===== config.mk =====
export PLATFORM = sky130hd
export DESIGN_NAME = ibex_ipm_gf_mul
export DESIGN_NICKNAME = d
export VERILOG_FILES = /design/src/rtl/ibex_pkg.sv /design/src/rtl/ibex_ipm_gf_step.sv /design/src/rtl/ibex_ipm_gf_mul.sv
export SDC_FILE = /design/constraint.sdc
export NUM_CORES = 1
export LEC_CHECK = 0
export ABC_AREA = 1
export BUFFER_PORTS_ARGS = -buffer_cell sky130_fd_sc_hd__buf_2
export CAP_MARGIN = 15
export CORE_MARGIN = 2
export CORE_UTILIZATION = 60
export DETAILED_ROUTE_END_ITERATION = 10
export PLACE_DENSITY = 0.83
export SLEW_MARGIN = 20
export SYNTH_ARGS = -nofsm -noshare
export SYNTH_HDL_FRONTEND = slang
export SYNTH_SLANG_ARGS = --single-unit

===== constraint.sdc =====
create_clock -name clk_i -period 5.45 [get_ports clk_i]
set_input_delay 0.2725 -clock clk_i [delete_from_list [all_inputs] [get_ports clk_i]]
set_output_delay 0.2725 -clock clk_i [all_outputs]
set_load 0.02 [all_outputs]

===== src/rtl/ibex_pkg.sv =====
// Shared types and GF(2^8) helpers for the inner-product-masking multiplier.
package ibex_pkg;

  typedef enum logic [1:0] {
    IPM_OP_MUL = 2'd0,
    IPM_OP_SQ  = 2'd1,
    IPM_OP_IP  = 2'd2
  } ipm_op_e;

  typedef enum logic [1:0] {
    IPM_IDLE,
    IPM_CALC,
    IPM_DONE
  } ipm_fsm_e;

  localparam logic [7:0] IPM_GF_POLY = 8'h1B;

  // Multiply by x modulo the AES polynomial.
  function automatic logic [7:0] ipm_xtime(input logic [7:0] x);
    return {x[6:0], 1'b0} ^ (x[7] ? IPM_GF_POLY : 8'h00);
  endfunction

  // Final result formatting from the four lane accumulators.
  function automatic logic [31:0] ipm_result(input ipm_op_e op, input logic [31:0] acc);
    logic [31:0] res;
    case (op)
      IPM_OP_MUL, IPM_OP_SQ: res = acc;
      IPM_OP_IP:             res = {24'h0, acc[7:0] ^ acc[15:8] ^ acc[23:16] ^ acc[31:24]};
      default:               res = 32'h0;
    endcase
    return res;
  endfunction

endpackage


===== src/rtl/ibex_ipm_gf_step.sv =====
// One Horner step for one byte lane: acc' = x*acc + bit*a in GF(2^8).
module ibex_ipm_gf_step
  import ibex_pkg::*;
(
  input  logic [7:0] acc_i,
  input  logic [7:0] a_i,
  input  logic       bit_i,
  output logic [7:0] acc_o
);

  assign acc_o = ipm_xtime(acc_i) ^ (bit_i ? a_i : 8'h00);

endmodule


===== src/rtl/ibex_ipm_gf_mul.sv =====
// Fixed-latency lane-wise GF(2^8) multiplier / squarer / inner product.
module ibex_ipm_gf_mul
  import ibex_pkg::*;
#(
  parameter int unsigned ItersPerCycle = 1
) (
  input  logic        clk_i,
  input  logic        rst_ni,
  input  ipm_op_e     ipm_operator_i,
  input  logic [31:0] a_i,
  input  logic [31:0] b_i,
  input  logic        ipm_en_i,
  input  logic        ipm_sel_i,
  input  logic        ipm_ready_id_i,
  output logic [31:0] result_o,
  output logic        valid_o
);

  localparam int unsigned NumLanes = 4;
  localparam logic [3:0]  CountMax = 4'd8;
  localparam logic [3:0]  CountInc = 4'(ItersPerCycle);

  ipm_fsm_e        state_q, state_d;
  logic [3:0]      count_q, count_d;
  logic [3:0][7:0] a_q, a_d;
  logic [3:0][7:0] b_q, b_d;
  ipm_op_e         op_q, op_d;
  logic [3:0][7:0] acc_q, acc_d;
  logic [31:0]     result_q, result_d;
  logic            valid_q, valid_d;

  logic [3:0][7:0] acc_step;
  logic [4:0]      count_sum;
  logic [2:0]      bit_idx [ItersPerCycle];
  logic [7:0]      chain   [NumLanes][ItersPerCycle+1];

  // Bit of b consumed by each chained step this cycle, MSB first.
  for (genvar j = 0; j < ItersPerCycle; j++) begin : g_idx
    assign bit_idx[j] = 3'(7 - j) - count_q[2:0];
  end

  // Per-lane chain of Horner steps; lanes never interact.
  for (genvar k = 0; k < NumLanes; k++) begin : g_lane
    assign chain[k][0] = acc_q[k];
    for (genvar j = 0; j < ItersPerCycle; j++) begin : g_iter
      ibex_ipm_gf_step u_step (
        .acc_i (chain[k][j]),
        .a_i   (a_q[k]),
        .bit_i (b_q[k][bit_idx[j]]),
        .acc_o (chain[k][j+1])
      );
    end
    assign acc_step[k] = chain[k][ItersPerCycle];
  end

  assign count_sum = 5'(count_q) + 5'(CountInc);

  // Next-state, datapath and registered-output logic.
  always_comb begin
    state_d  = state_q;
    count_d  = count_q;
    a_d      = a_q;
    b_d      = b_q;
    op_d     = op_q;
    acc_d    = acc_q;
    result_d = 32'h0;
    valid_d  = 1'b0;

    case (state_q)
      IPM_IDLE: begin
        if (ipm_en_i && ipm_sel_i) begin
          a_d     = a_i;
          b_d     = (ipm_operator_i == IPM_OP_SQ) ? a_i : b_i;
          op_d    = ipm_operator_i;
          acc_d   = '0;
          count_d = 4'd0;
          state_d = IPM_CALC;
        end
      end
      IPM_CALC: begin
        if (!ipm_sel_i) begin
          acc_d   = '0;
          count_d = 4'd0;
          state_d = IPM_IDLE;
        end else begin
          acc_d   = acc_step;
          count_d = (count_sum >= 5'(CountMax)) ? CountMax : count_sum[3:0];
          if (count_sum >= 5'(CountMax)) begin
            state_d  = IPM_DONE;
            valid_d  = 1'b1;
            result_d = ipm_result(op_q, acc_step);
          end
        end
      end
      IPM_DONE: begin
        if (!ipm_sel_i) begin
          acc_d   = '0;
          count_d = 4'd0;
          state_d = IPM_IDLE;
        end else if (ipm_ready_id_i) begin
          state_d = IPM_IDLE;
        end else begin
          valid_d  = 1'b1;
          result_d = result_q;
        end
      end
      default: state_d = IPM_IDLE;
    endcase
  end

  // State and datapath registers.
  always_ff @(posedge clk_i or negedge rst_ni) begin
    if (!rst_ni) begin
      state_q  <= IPM_IDLE;
      count_q  <= 4'd0;
      a_q      <= '0;
      b_q      <= '0;
      op_q     <= IPM_OP_MUL;
      acc_q    <= '0;
      result_q <= 32'h0;
      valid_q  <= 1'b0;
    end else begin
      state_q  <= state_d;
      count_q  <= count_d;
      a_q      <= a_d;
      b_q      <= b_d;
      op_q     <= op_d;
      acc_q    <= acc_d;
      result_q <= result_d;
      valid_q  <= valid_d;
    end
  end

  assign result_o = result_q;
  assign valid_o  = valid_q;

endmodule

Yosys cells after proc, flatten, opt, wreduce, memory -nomap -nowiden
Index checks and enable logic that the tools add are counted.

storage, ports and cells
  flip-flop bits (word level) = 137
  bits of input ports = 71
  output and inout bits = 33

operators by class
  $add $sub $neg = 2
  $lt $le $gt $ge = 2
  equal/unequal tests = 9
  mux-type cells = 43
  bitwise logic cells = 11
  reduce and logical (&&, ||, !) cells = 8

operators with widths
  kind                 number
  $mux 32              8
  $pmux 32 s2          2
  $pmux 32 s3          1
  $xor 8x8->8          11
  $mux 8               4
  $mux 5               4
  $mux 4               4
  $bmux 1 s3           4
  $pmux 4 s3           1
  $mux 2               5
  $mux 1               8
  $eq 2x1->1 const B   3
  $ne 3x3->1 const B   2
  $pmux 2 s3           1
  $reduce_and 3->1     2
  $add 4x1->5 const B  1
  $ge 5x4->1 const B   1
  $eq 2x2->1 const B   2
  $logic_not 2->1      2
  $lt 3x4->1 const B   1
  $ne 2x2->1 const B   2
  $reduce_bool 3->1    1
  $sub 3x3->3 const A  1
  $pmux 1 s2           1
  other kinds (3)      3

Longest topological paths before layout
Gate-level depths: netlist of run 1.

  depth after elaboration = 12
  mapped depth = 18
  gate-level depth less buffers = 16

Modules after synthesis
From an unflattened synthesis of run 1, not the netlist that was laid out.

unflattened totals
  cell total of the unflattened synthesis = 1,018
  area total of the unflattened synthesis = 7,302.0 um2

by module, submodules not included
  module            times used  cells each  area each (um2)  seq. area each (um2)
  ibex_ipm_gf_mul   1           850         6,536.3          3,428.3
  ibex_ipm_gf_step  4           42          191.4            0.0

Least setup slack after synthesis of run 1
OpenSTA, ideal clock, no wires.

  path kind = reg2reg
  from = register state_q[0]
  to = register acc_q[12] (netlist name)
  setup time = 0.083 ns
  arrival time = 1.706 ns
  required time = 5.367 ns
  slack = 3.661 ns
  stages on the path, launching flop included = 11
  path buffers = 1
  period minus slack after synthesis = 1.789 ns
  cells stage by stage = dfrtp_1 > inv_1 > ha_1 > nand2_1 > inv_1 > nor3_2 > inv_2 > nor2_1 > inv_1 > clkbuf_1 > o22ai_1

on the way
  longest elaborated chain between the ends = 3

ends and longest elaborated chain
  what                                                                     RTL line                source
  start, declared                                                          ibex_ipm_gf_mul.sv:23   ipm_fsm_e state_q, state_d;
  start signal, assigned                                                   ibex_ipm_gf_mul.sv:123  state_q <= state_d;
  $eq 2x2->1 (tied with other cells)                                       ibex_ipm_gf_mul.sv:69   case (state_q)
  $ne 2x2->1 (no source line) / $reduce_bool 3->1 (equally long branches)  -
  $reduce_and 3->1 (no source line)                                        -
  end signal, assigned                                                     ibex_ipm_gf_mul.sv:119  acc_q <= '0;
  end signal, assigned                                                     ibex_ipm_gf_mul.sv:128  acc_q <= acc_d;
  end, declared                                                            ibex_ipm_gf_mul.sv:28   logic [3:0][7:0] acc_q, acc_d;

Several ways; a longest one is shown, not always the timed one.
A chain may end at the register's enable or synchronous reset.

Final worst setup path of run 1
  from = register count_q[0]
  to = register result_q[4], in the netlist result_o[4]

on the way
  longest elaborated chain between the ends = 12

ends and longest elaborated chain
  what                          RTL line                source
  start, declared               ibex_ipm_gf_mul.sv:24   logic [3:0] count_q, count_d;
  start signal, assigned        ibex_ipm_gf_mul.sv:124  count_q <= count_d;
  $sub 3x3->3                   ibex_ipm_gf_mul.sv:39   assign bit_idx[j] = 3'(7 - j) - count_q[2:0];
  $bmux 1 s3                    ibex_ipm_gf_mul.sv:49   .bit_i (b_q[k][bit_idx[j]]),
  $mux 1 (not written as such)  ibex_ipm_gf_mul.sv:49
  $mux 8                        ibex_ipm_gf_step.sv:11  assign acc_o = ipm_xtime(acc_i) ^ (bit_i ? a_i : 8'h00);
  $xor 8x8->8                   ibex_ipm_gf_step.sv:11
  $xor 8x8->8 (3 in series)     ibex_pkg.sv:28          IPM_OP_IP: res = {24'h0, acc[7:0] ^ acc[15:8] ^ acc[23:16] ^ acc[31:24]};
  $pmux 32 s2                   ibex_pkg.sv:26          case (op)
  $mux 32 *                     ibex_ipm_gf_mul.sv:88   if (count_sum >= 5'(CountMax)) begin
  $mux 32 *                     ibex_ipm_gf_mul.sv:81   if (!ipm_sel_i) begin
  $pmux 32 s2 *                 ibex_ipm_gf_mul.sv:69
  end signal, assigned          ibex_ipm_gf_mul.sv:129  result_q <= result_d;
  end, declared                 ibex_ipm_gf_mul.sv:29   logic [31:0] result_q, result_d;

Mark *: on every way between the ends. The rest lies on a longest branch, timed or not. The select of a mux whose other input is x is not followed.

==> impl_metrics.tcl, run 1 <==
set metrics [dict create \
    status "finished, violations left" \
    violations "negative hold slack" \
    crit_required_ps 5810 \
    cts_tree "done" \
    yosysUniqueCellTypes 28 \
    fp.dieW_um 115 \
    syn_inst 1012 \
    cap_violations 0 \
    drc 0 \
    critPathSlowestCell "dfrtp_1" \
    period_share_pct 56.1 \
    layout.cells.most_common "nand2_1" \
    wirelength_mm 19.4 \
    row_count 40 \
    rsz0062_at_grt "no" \
    p_leak_nw 4.55 \
    synth_nets 1089 \
    drt-wirelength-per-cell_um 15.5 \
    reg2reg_to "result_o[4]" \
    crit_family "simple AND/OR/NAND/NOR gates" \
    num_io_pins 104 \
    grt_pass1_vias 6534 \
    crit_buf_inv 1 \
    synth_xor_area_share_pct 1.54 \
    muxShareOfSynthArea_pct 0 \
    synth-edff-count 0 \
    critPathArrivalTime_ps 3410 \
    hpwlAfterDp_mm 13.5 \
    hold_class "primary input to asynchronous set/reset pin" \
    grt_overflow 0 \
    r2r_cells 16 \
    dpl_cell_area_mm2 0.00789 \
    clk_latency_ps 420 \
    fin_cells 1252 \
    fin_hold_ws_ps -53.2 \
    insertedDiodeCount 0 \
    cts_resized 0 \
    synth-simple-area-share_pct 29.2 \
    cts_root_buf "clkbuf_16" \
    setup_viol 0 \
    place_congestion 0.884 \
    slew_headroom_pct 26.0 \
    ctsHtreeMaxLevel 4 \
    viasPerCell 5.62 \
    antenna_found_initial 0 \
    synthArstFlopShare_pct 100 \
    synth-adder-area-share_pct 1.02 \
    path_common_cell "nand2_1" \
    ys_seq_area_share_pct 46.4 \
    cts_sinks 137 \
    peakVddDrop_uv 235 \
    crit_type "register to register" \
    path_max_fanout 22 \
    finalSetupTns_ps 0 \
    r2r-start "count_q[0]" \
    min_period_ps 3060 \
    synth_flop_cell "dfrtp_1" \
    yosys_register_bits 137 \
    cts_setup_buffers 0 \
    syn_avg_cell_area_um2 7.30 \
    clock.fmax_ghz 0.327 \
    num-nets-final 1169 \
    drtAntennaViolNets 0 \
    grt_pass1_wl_mm 31.5 \
    fp.dieArea_mm2 0.0132 \
    crit_path_end_kind "register" \
    path_cells "inv_2, nand2_1, nand3_1, nand3_1, nand2_2, nor2_1, nand2_1, nand2_1, nand2_1, nand2_1, nand2_1, nand2_1, nand2_1, nand2_1, nand2_1, nand2_1" \
    cts_made_buffers 17 \
    drt-initial-drc-count 619 \
    syn_to_final_growth_pct 15.4 \
    initial_core_util_pct 61.5 \
    clockBufferDepth 2 \
    fin_area_mm2 0.00853 \
    grt_usage_pct 30.6 \
    layout_common_cells "399 x nand2_1, 137 x dfrtp_1, 102 x buf_2" \
    core_mm2 0.0120 \
    die_h_um 115 \
    reg2reg_slack_ps 2390 \
    synth_compound_area_share_pct 12.6 \
    cts_hold_buf 0 \
    clk_pin_slew_worst_paths_ps 60 \
    worst_slew_pin_slew_ps 1100 \
    cp-start-kind "register" \
    ys_warn_count 0 \
    hold_violations 69 \
    synth_top_family_by_area "simple AND/OR/NAND/NOR gates" \
    cpPeakStageDelay_ps 840 \
    first_pass_iters 6 \
    vias 7034 \
    final_max_slew_viol_count 0 \
    port_buffers 103 \
    dp.cells 1220 \
    syn_area_mm2 0.00739 \
    grt_max_degree 100 \
    power_density_mw_per_mm2 605 \
    fin_skew_ps 8.85 \
    worstSetupPathDepth 16 \
    drive_gt1_share_pct 16.6 \
]
sequential cells by signal, summed over array words and instances, names as in the netlist:
signal / cells
a_q: 32
acc_q: 32
b_q: 32
result_o: 32
count_q: 4
op_q: 2
state_q: 2
valid_o: 1
logic make-up (layout without fill, tap and decap cells):
family / after synthesis / in the layout
AO/OA/AOI/OAI: 169 / 169
AND/OR/NAND/NOR: 525 / 525
adder cells (fa/ha/maj): 6 / 6
flip-flops: 137 / 137
buffers and inverters: 162 / 255
XOR/XNOR: 13 / 13
routing by layer:
metal | routed length, um | vias up | track usage (%) | share of wire [%]
met5 | 0 | - | 0 | 0
met4 | 601 | 0 | 13.0 | 3.1
met3 | 1600 | 50 | 4.85 | 8.2
met2 | 8610 | 336 | 46.6 | 44
met1 | 8550 | 3241 | 43.9 | 44
li1 | - | 3407 | - | -
worst register-to-register path, cell delays in order, from the launching register on:
cell	delay [ps]
dfrtp_1	840
inv_2	310
nand2_1	160
nand3_1	80
nand3_1	440
nand2_2	210
nor2_1	170
nand2_1	70
nand2_1	150
nand2_1	70
nand2_1	90
nand2_1	60
nand2_1	50
nand2_1	40
nand2_1	90
nand2_1	50
nand2_1	100
Yosys cell counts (7+ instances only):
cell type / instances / share of area [%]
buf_6: 7 / 1.1
clkbuf_1: 32 / 1.6
dfrtp_1: 137 / 46
inv_1: 91 / 4.6
inv_2: 21 / 1.1
nand2_1: 399 / 20
nand2_2: 7 / 0.59
nand3_1: 38 / 2.6
nand3_2: 9 / 1.2
nand4_1: 20 / 1.7
nor2_1: 48 / 2.4
o21ai_0: 87 / 5.9
o21ai_1: 23 / 1.6
o22ai_1: 54 / 4.6
xnor2_1: 7 / 0.83
per-stage QoR:
stage          utilization [%]  worst slack, ps  power, W
2_1_floorplan                -             3660   0.00329
3_5_place_dp              65.7             2620   0.00386
3_3_place_gp              65.7             2690   0.00378
4_1_cts                   71.0             2520   0.00511
5_1_grt                   71.0             2140   0.00555
6_report                  71.0             2390   0.00516
layout make-up:
| cell class | count | area (um^2) |
|---|---|---|
| Clock buffer | 22 | 494 |
| Tap cell | 147 | 184 |
| Sequential cell | 137 | 3430 |
| Multi-Input combinational cell | 713 | 3280 |
| Timing Repair Buffer | 109 | 567 |
| Clock inverter | 10 | 140 |
| Fill cell | 970 | 3480 |
| Inverter | 114 | 430 |
worst max-delay path by stage:
stage                     startpoint     endpoint  slack [ps]
after CTS                 count_q[0]  result_o[1]        2520
after floorplan           state_q[0]    acc_q[12]        3660
after global routing      count_q[0]  result_o[4]        2140
after detailed placement  count_q[0]  result_o[4]        2620
after global placement    count_q[0]  result_o[4]        2690
final                     count_q[0]  result_o[4]        2390
power by group:
| group | leakage [nW] | internal [W] | total (W) | switching [W] |
|---|---|---|---|---|
| sequential | 1.80 | 0.00133 | 0.00154 | 0.000211 |
| clock | 0.304 | 0.000780 | 0.00122 | 0.000442 |
| combinational | 2.45 | 0.000721 | 0.00240 | 0.00168 |
Power figures use the tool's default switching activity.
==> run 2, diff against run 1 <==
ABC_AREA = 0   (was 1)
CORE_UTILIZATION = 51   (was 60)
PLACE_DENSITY = 0.76   (was 0.83)
clock period = 2.7 ns   (was 5.45 ns; I/O delays follow)
==> run 2 against run 1 <==
The flow now finishes without violations. Combinational power increased by 55%. Global-route usage down 5.1 points. Count of clock-buffer cells in the layout fell by 3. Via count is 28% lower. Synthesized cell count is 41% lower. Cell count fell by 25%. Clock skew decreased by 3.6 ps. Critical path type unchanged. Largest cell class unchanged.
==> impl_metrics.tcl, run 2 <==
set metrics [dict create \
    crit_path_end_kind "register" \
    dp.cells 872 \
    fin_cells 944 \
    synth_flop_cell "dfrtp_1" \
    cpPeakStageDelay_ps 540 \
    crit_required_ps 3010 \
    place_ws_ps -172 \
    cts_root_buf "clkbuf_16" \
    yosysUniqueCellTypes 31 \
    initial_core_util_pct 51.8 \
    die_h_um 117 \
    synth-edff-count 0 \
    p_total_w 0.00941 \
    vias 5055 \
    syn_avg_cell_area_um2 10.9 \
    top_layer_used "met4" \
    fin_ws_ps 2.03 \
    num_io_pins 104 \
    clk_latency_ps 430 \
    wl_met2_mm 8.26 \
    clk_pin_slew_worst_paths_ps 60 \
    setup_viol 0 \
    fp.dieArea_mm2 0.0137 \
    layout_common_cells "136 x dfrtp_1, 125 x nand2_1, 102 x buf_2" \
    yosys_register_bits 137 \
    grt_usage_pct 25.5 \
    grt_overflow 0 \
    num-nets-final 837 \
    critPathArrivalTime_ps 3010 \
    routedLengthMet1_mm 7.38 \
    synth_top_area_cell "dfrtp_1" \
    cp-start-kind "register" \
    synthArstFlopShare_pct 100 \
    synthTopCellsByCount "137 x dfrtp_1, 131 x nand2_1, 90 x o21ai_0" \
    synthMostInstantiatedCell "dfrtp_1" \
    syn_to_final_growth_pct 32.6 \
    cap_violations 0 \
    final_max_slew_viol_count 0 \
    hold_class "primary input to register" \
    worst_slew_pin_slew_ps 515 \
    path_cells "mux4_2, mux2_4, nand2_1, xor2_2, xor2_1, xnor2_1, mux2i_1, a221o_1" \
    drt-initial-drc-count 432 \
    drt-wirelength-per-cell_um 17.7 \
    clock.fmax_ghz 0.371 \
    syn_inst 598 \
    synth.top_cells.by_area "dfrtp_1 53%, nand2_1 7.5%, o21ai_0 6.9%" \
    clockBufferDepth 2 \
    insertedDiodeCount 0 \
    path_max_fanout 8 \
    power_density_mw_per_mm2 1090 \
    cts_tree "done" \
    row_count 41 \
    core_mm2 0.0126 \
    route.met3.wl_um 825 \
    place_congestion 0.844 \
    finalSetupTns_ps 0 \
    cts_made_buffers 17 \
    critPathSlowestCell "mux4_2" \
    slew_headroom_pct 64.7 \
    hold_violations 0 \
    ys_warn_count 0 \
    filler_cell_count 877 \
    p_leak_nw 4.04 \
    drtAntennaViolNets 0 \
    fp.dieW_um 117 \
    ys_seq_area_share_pct 52.6 \
    grt_pass1_vias 5074 \
    peakVddDrop_uv 657 \
    syn_area_mm2 0.00651 \
    wirelength_mm 16.7 \
    ctsHtreeMaxLevel 4 \
    crit_type "register to register" \
    rsz0062_at_grt "yes" \
    viasPerCell 5.35 \
    hpwlAfterDp_mm 11.4 \
    status "complete, no violations" \
    layout.cells.most_common "dfrtp_1" \
    utilization_pct 68.7 \
    grt_pass1_wl_mm 26.1 \
    period_share_pct 99.9 \
    cts_sinks 137 \
    drive_gt1_share_pct 32.4 \
    antenna_found_initial 0 \
    grt_max_degree 60 \
    port_buffers 103 \
    fin_skew_ps 5.21 \
    drc 0 \
    synth_top_cell_area_share_pct 52.6 \
    synth_nets 675 \
    min_period_ps 2700 \
    first_pass_iters 5 \
]
[run 2: cell types whose count changed after synthesis, moves of 35 or more]
cell,previous run,this run
nand2_1,399,131
nor2_1,48,12
inv_1,91,4
o22ai_1,54,0
mux2_2,0,36
mux2i_1,0,42
nand3_1,38,3
[run 2: power by group]
group	total, W	switching (W)	leakage [nW]	internal [W]
Sequential	0.00313	0.000516	1.78	0.00261
Combinational	0.00372	0.00191	1.95	0.00181
Clock	0.00256	0.000886	0.311	0.00168
[run 2: logic make-up after synthesis]
logic type	synth area share [%]
simple gates	9.51
flops	52.6
compound gates	8.95
mux	16.2
xor+xnor	9.08
buf+inv	2.44
fa+ha+maj	1.15
[run 2: what timing repair did]
item,4_1_cts,5_1_grt
endpoints found under the hold margin,66,0
buffers inserted,0,4
hold buffers,37,0
setup endpoints to repair,7,8
gates cloned,0,0
gates resized for setup,10,16
pin swaps,3,11
[run 2: metrics by stage]
step	hold WS, ps	instance area, um^2
finish	1.04	8640
global route	19.6	8640
CTS	4.14	8510
detailed placement	118	7430
global placement	108	7430
floorplan	-161	6520
[run 2: final timing paths]
kind	from	endpoint	slack, ps	cells past startpoint
worst max-delay path	count_q[0]	result_o[4]	2	8
worst min-delay path	b_i[2]	b_q[2]	1	3
worst min register to register	result_o[22]	result_o[22]	470	2
max in group asynchronous	rst_ni	count_q[2]	1750	3
min in group asynchronous	rst_ni	op_q[1]	210	2
worst max register to register	count_q[0]	result_o[4]	2	8
[run 2: cell type report]
| type | instances | area (um^2) | area share [%] |
|---|---|---|---|
| Clock buffer | 19 | 453 | 5.24 |
| Clock inverter | 12 | 196 | 2.27 |
| Inverter | 4 | 15.0 | 0.174 |
| Multi-Input combinational cell | 421 | 3110 | 36.0 |
| Sequential cell | 137 | 3430 | 39.7 |
| Tap cell | 172 | 215 | 2.49 |
| Timing Repair Buffer | 179 | 1220 | 14.1 |
[run 2: critical path, delay by kind of cell (launching register included)]
kind                      cells  cell delay [ps]
muxes                         3             1030
xor gates and xnor gates      3              570
DFF                           1              500
AOI/OAI and AO/OA             1              340
and+or+nand+nor               1              140
[run 2: per-layer routing]
| metal | GRT usage [%] | vias up |
|---|---|---|
| li1 | - | 2347 |
| met3 | 4.89 | 22 |
| met5 | 0 | - |
| met4 | 8.86 | 0 |
| met1 | 34.7 | 2516 |
| met2 | 41.6 | 170 |
